`config.mk`:
```
export PLATFORM = sky130hd
export DESIGN_NAME = restoring_divider_8bit
export DESIGN_NICKNAME = d
export VERILOG_FILES = /design/src/rtl/restoring_divider_8bit.sv
export SDC_FILE = /design/constraint.sdc
export NUM_CORES = 1
export LEC_CHECK = 0
export CORE_ASPECT_RATIO = 1.1
export CORE_UTILIZATION = 49
export CTS_BUF_LIST = sky130_fd_sc_hd__clkbuf_16
export DETAILED_ROUTE_END_ITERATION = 12
export PLACE_DENSITY_LB_ADDON = 0.2
export SLEW_MARGIN = 20
export SYNTH_ARGS = -nofsm -noshare
export SYNTH_HDL_FRONTEND = slang
export SYNTH_SLANG_ARGS = --single-unit
```
`constraint.sdc`:
```
create_clock -name clk -period 4.76 [get_ports clk]
set_clock_uncertainty 0.2 [all_clocks]
set_input_delay 0.952 -clock clk [delete_from_list [all_inputs] [get_ports clk]]
set_output_delay 0.952 -clock clk [all_outputs]
set_load 0.02 [all_outputs]
```
`src/rtl/restoring_divider_8bit.sv`:
```
// Unsigned 8-bit restoring divider, one quotient bit per clock, with
// valid/ready handshakes on the operand and result channels. Contains the
// ripple-carry adder used for the trial subtraction, followed by the top.

module ripple_carry_adder_8bit (
    input  logic [7:0] A,
    input  logic [7:0] B,
    input  logic       Cin,
    output logic [7:0] Sum,
    output logic       Cout
);

    logic [8:0] carry;

    assign carry[0] = Cin;

    genvar i;
    generate
        for (i = 0; i < 8; i++) begin : g_fa
            assign Sum[i]     = A[i] ^ B[i] ^ carry[i];
            assign carry[i+1] = (A[i] & B[i]) | (A[i] & carry[i]) | (B[i] & carry[i]);
        end
    endgenerate

    assign Cout = carry[8];

endmodule

module restoring_divider_8bit (
    input  logic       clk,
    input  logic       rst,
    input  logic       in_valid,
    output logic       in_ready,
    input  logic [7:0] Dividend,
    input  logic [7:0] Divisor,
    output logic       out_valid,
    input  logic       out_ready,
    output logic [7:0] Quotient,
    output logic [7:0] Remainder,
    output logic       DivByZero
);

    typedef enum logic [1:0] {
        StIdle,
        StCalc,
        StDone
    } state_e;

    state_e     state_q, state_d;
    logic [7:0] q_q, q_d;
    logic [7:0] d_q, d_d;
    // Stored remainder is 8 bits: after any iteration the 9th bit is always 0
    // (a successful subtract writes {0, Sum}; a restore only happens when R'[8] = 0).
    logic [7:0] r_q, r_d;
    logic [2:0] cnt_q, cnt_d;
    logic       dbz_q, dbz_d;
    logic       ready_q;

    logic       accept;
    logic [8:0] r_sh;
    logic [7:0] q_sh;
    logic [7:0] sub_sum;
    logic       sub_cout;
    logic       sub_ok;

    assign accept = in_valid && ready_q && (state_q == StIdle);

    // Shift {R, Q} left by one.
    assign r_sh = {r_q, q_q[7]};
    assign q_sh = {q_q[6:0], 1'b0};

    ripple_carry_adder_8bit u_sub (
        .A    (r_sh[7:0]),
        .B    (~d_q),
        .Cin  (1'b1),
        .Sum  (sub_sum),
        .Cout (sub_cout)
    );

    assign sub_ok = r_sh[8] | sub_cout;

    // Next-state and datapath update.
    always_comb begin
        state_d = state_q;
        q_d     = q_q;
        d_d     = d_q;
        r_d     = r_q;
        cnt_d   = cnt_q;
        dbz_d   = dbz_q;

        unique case (state_q)
            StIdle: begin
                if (accept) begin
                    d_d     = Divisor;
                    state_d = StCalc;
                    if (Divisor == 8'd0) begin
                        // Result is loaded now; one pass through CALC with the
                        // counter at its last value gives the 1-cycle latency.
                        q_d   = 8'hFF;
                        r_d   = Dividend;
                        dbz_d = 1'b1;
                        cnt_d = 3'd7;
                    end else begin
                        q_d   = Dividend;
                        r_d   = 8'd0;
                        dbz_d = 1'b0;
                        cnt_d = 3'd0;
                    end
                end
            end
            StCalc: begin
                if (!dbz_q) begin
                    q_d = {q_sh[7:1], sub_ok};
                    r_d = sub_ok ? sub_sum : r_sh[7:0];
                end
                cnt_d = cnt_q + 3'd1;
                if (cnt_q == 3'd7) begin
                    state_d = StDone;
                end
            end
            StDone: begin
                if (out_ready) begin
                    state_d = StIdle;
                end
            end
            default: state_d = StIdle;
        endcase
    end

    // State and datapath registers with synchronous reset.
    always_ff @(posedge clk) begin
        if (rst) begin
            state_q <= StIdle;
            q_q     <= 8'd0;
            d_q     <= 8'd0;
            r_q     <= 8'd0;
            cnt_q   <= 3'd0;
            dbz_q   <= 1'b0;
            ready_q <= 1'b0;
        end else begin
            state_q <= state_d;
            q_q     <= q_d;
            d_q     <= d_d;
            r_q     <= r_d;
            cnt_q   <= cnt_d;
            dbz_q   <= dbz_d;
            // Registered copy of "state is IDLE" so in_ready stays low during reset.
            ready_q <= (state_d == StIdle);
        end
    end

    assign in_ready  = ready_q;
    assign out_valid = (state_q == StDone);
    assign Quotient  = q_q;
    assign Remainder = r_q;
    assign DivByZero = dbz_q;

endmodule

```
==> impl_metrics.env <==
export IMPL_crit_top_cell="fa_1"
export IMPL_setup_worst_path_start_class="register"
export IMPL_wl_per_cell_um=15.1
export IMPL_cp_buffers_inverters=2
export IMPL_drc=0
export IMPL_final_common_cell="clkdlybuf4s50_1"
export IMPL_synth_edf_count=0
export IMPL_crit_slowest_cell="or2_1"
export IMPL_ff2ff_path_depth=14
export IMPL_fin_total_pwr_w=0.000785
export IMPL_fillers=255
export IMPL_die_w_um=56.5
export IMPL_hold_viol_final=0
export IMPL_max_slew_margin_rel=0.295
export IMPL_worstSetupPathType="reg2reg"
export IMPL_hold_depth=2
export IMPL_crit_family="adder cells"
export IMPL_initial_utilization=0.520
export IMPL_finalCritPeriodShare=0.914
export IMPL_antenna_found_initial=0
export IMPL_worstSkewPairLatency_ns=0.27
export IMPL_mostFrequentLayoutCells="clkdlybuf4s50_1 (38), dfxtp_1 (31), nand2_1 (27)"
export IMPL_vdd_ir_drop_worst_uv=321
export IMPL_report_final_slew_viol_count=0
export IMPL_hpwl_um=2610
export IMPL_grt_max_degree=33
export IMPL_yosys_warnings=0
export IMPL_yosysSeqAreaShare=0.388
export IMPL_chipHeight_um=61.9
export IMPL_status="complete, no violations"
export IMPL_layout_nets=249
export IMPL_antenna_left=0
export IMPL_cts_tree="yes"
export IMPL_grt_total_usage=0.247
export IMPL_syn_nets=215
export IMPL_syn_inst=185
export IMPL_avgSynthCellArea_um2=8.64
export IMPL_ctsHtreeMaxLevel=2
export IMPL_clock_path_buffers=2
export IMPL_grt_pass1_vias=1396
export IMPL_grt_overflow_total=0
export IMPL_area_growth_pct=32.6
export IMPL_routed_via_density=5.91
export IMPL_rsz0062_at_grt="no"
export IMPL_clkTransAtPathRegs_ns=0.05
export IMPL_max_freq_mhz=230
export IMPL_routed_wl_um=3830
export IMPL_min_path_type="reg2reg"
export IMPL_clock_sinks=31
export IMPL_tightest_slew_ns=1.05
export IMPL_tns_ns=0
export IMPL_power_leakage_nw=0.776
export IMPL_post_synth_num_cell_types=29
export IMPL_io_pins=39
export IMPL_netlist_area_mm2=0.00160
export IMPL_synthArstFlopShare=0
export IMPL_numCtsBuffers=5
export IMPL_crit_cells=14
export IMPL_drive_gt1_frac=0.0545
export IMPL_slowest_delay_ns=0.41
export IMPL_cts_root_buf="clkbuf_16"
export IMPL_powerDensity_mw_per_mm2=370
export IMPL_io_buffers=38
export IMPL_cts_hold_buf=0
export IMPL_antenna_cells=0
export IMPL_via_count=1501
export IMPL_cts_resized=0
export IMPL_holdWs_ns=0.266
export IMPL_gp_congestion=0.802
export IMPL_finalCriticalPeriod_ns=4.35
export IMPL_rows=21
export IMPL_required_ns=4.73
export IMPL_path_max_fanout=16
export IMPL_die_area_mm2=0.00350
export IMPL_grt_pass1_wl_um=6440
export IMPL_drt_pass1_iterations=4
export IMPL_setup_viol=0
export IMPL_cts_setup_buffers=0
export IMPL_core_mm2=0.00307
export IMPL_ys_ff_latch=31
export IMPL_first_iter_violations=58
export IMPL_end_kind="register"
export IMPL_arrival_ns=4.32
export IMPL_worstPathCellList="inv_1 -> ha_1 -> fa_1 -> fa_1 -> fa_1 -> fa_1 -> fa_1 -> fa_1 -> inv_1 -> fa_1 -> or2_1 -> mux2i_1 -> o21a_1 -> a211oi_1"
export IMPL_max_cap_violations=0
export IMPL_synth_flop_cell="dfxtp_1"
cell type report:
cell class	instances	area [um2]	share of cell area
Sequential cell	31	621	0.293
Multi-Input combinational cell	131	887	0.419
Clock buffer	5	125	0.0590
Tap cell	34	42.5	0.0201
Timing Repair Buffer	40	395	0.187
Clock inverter	3	11.3	0.00531
Inverter	10	37.5	0.0177
where the power goes:
part	internal, W	leakage (nW)	switching [W]
Sequential	0.000281	0.254	0.0000206
Clock	0.000188	0.0701	0.000104
Combinational	0.0000868	0.452	0.000104
final timing paths:
path / from / endpoint / slack [ns]
setup reg to reg: Quotient[7] / Remainder[7] / 0.41
setup / recovery: Quotient[7] / Remainder[7] / 0.41
hold reg to reg: d_q[0] / d_q[0] / 0.27
hold / removal: d_q[0] / d_q[0] / 0.27
metrics by stage:
step           setup slack (ns)  instance area (um2)  utilization  std cells
6_report                  0.409                 2120        0.689        254
5_1_grt                   0.168                 2120        0.689        254
4_1_cts                   0.400                 2120        0.689        254
3_5_place_dp              0.414                 1980        0.645        246
3_3_place_gp              0.516                 1980        0.645        246
2_1_floorplan             0.366                 1600            -        185
Yosys cell counts (2+ instances only):
cell type / n / area [um2]
buf_2: 4 / 20.0
fa_1: 7 / 140
nand2b_1: 12 / 75.1
clkbuf_1: 9 / 33.8
or4_4: 2 / 22.5
o21ai_0: 2 / 10.0
o22ai_1: 16 / 100
dfxtp_1: 31 / 621
nand2_1: 27 / 101
a31oi_1: 2 / 12.5
nor2b_1: 2 / 12.5
a21oi_1: 11 / 55.1
o211ai_1: 7 / 52.6
ha_1: 3 / 37.5
nor2_1: 11 / 41.3
inv_1: 10 / 37.5
nand3_1: 11 / 55.1
a311oi_1: 7 / 61.3
worst reg2reg max path: stages (launching register included):
cell and delay [ns]:
dfxtp_1 0.36, inv_1 0.06, ha_1 0.20, fa_1 0.38, fa_1 0.38, fa_1 0.38
fa_1 0.38, fa_1 0.39, fa_1 0.36, inv_1 0.07, fa_1 0.15, or2_1 0.41
mux2i_1 0.15, o21a_1 0.18, a211oi_1 0.18
cell families after synthesis:
family          count (synthesis)  share of synthesized area
fa+ha+maj                      10                      0.111
compound gates                 51                      0.218
flops                          31                      0.388
buf+inv                        23                     0.0571
mux                             1                    0.00626
simple gates                   69                      0.220
routing by layer:
layer | up-vias | global-route usage | part of all wire
met5 | - | 0 | 0
met4 | 0 | 0.0941 | 0.0070
met3 | 2 | 0.0725 | 0.055
met2 | 50 | 0.420 | 0.51
met1 | 726 | 0.302 | 0.43
li1 | 723 | - | -
registers in the layout, summed over array words and instances (netlist names):
name       count
d_q            8
DivByZero      1
in_ready       1
state_q        2
Quotient       8
Remainder      8
cnt_q          3
(Power assumes the default switching activity.)
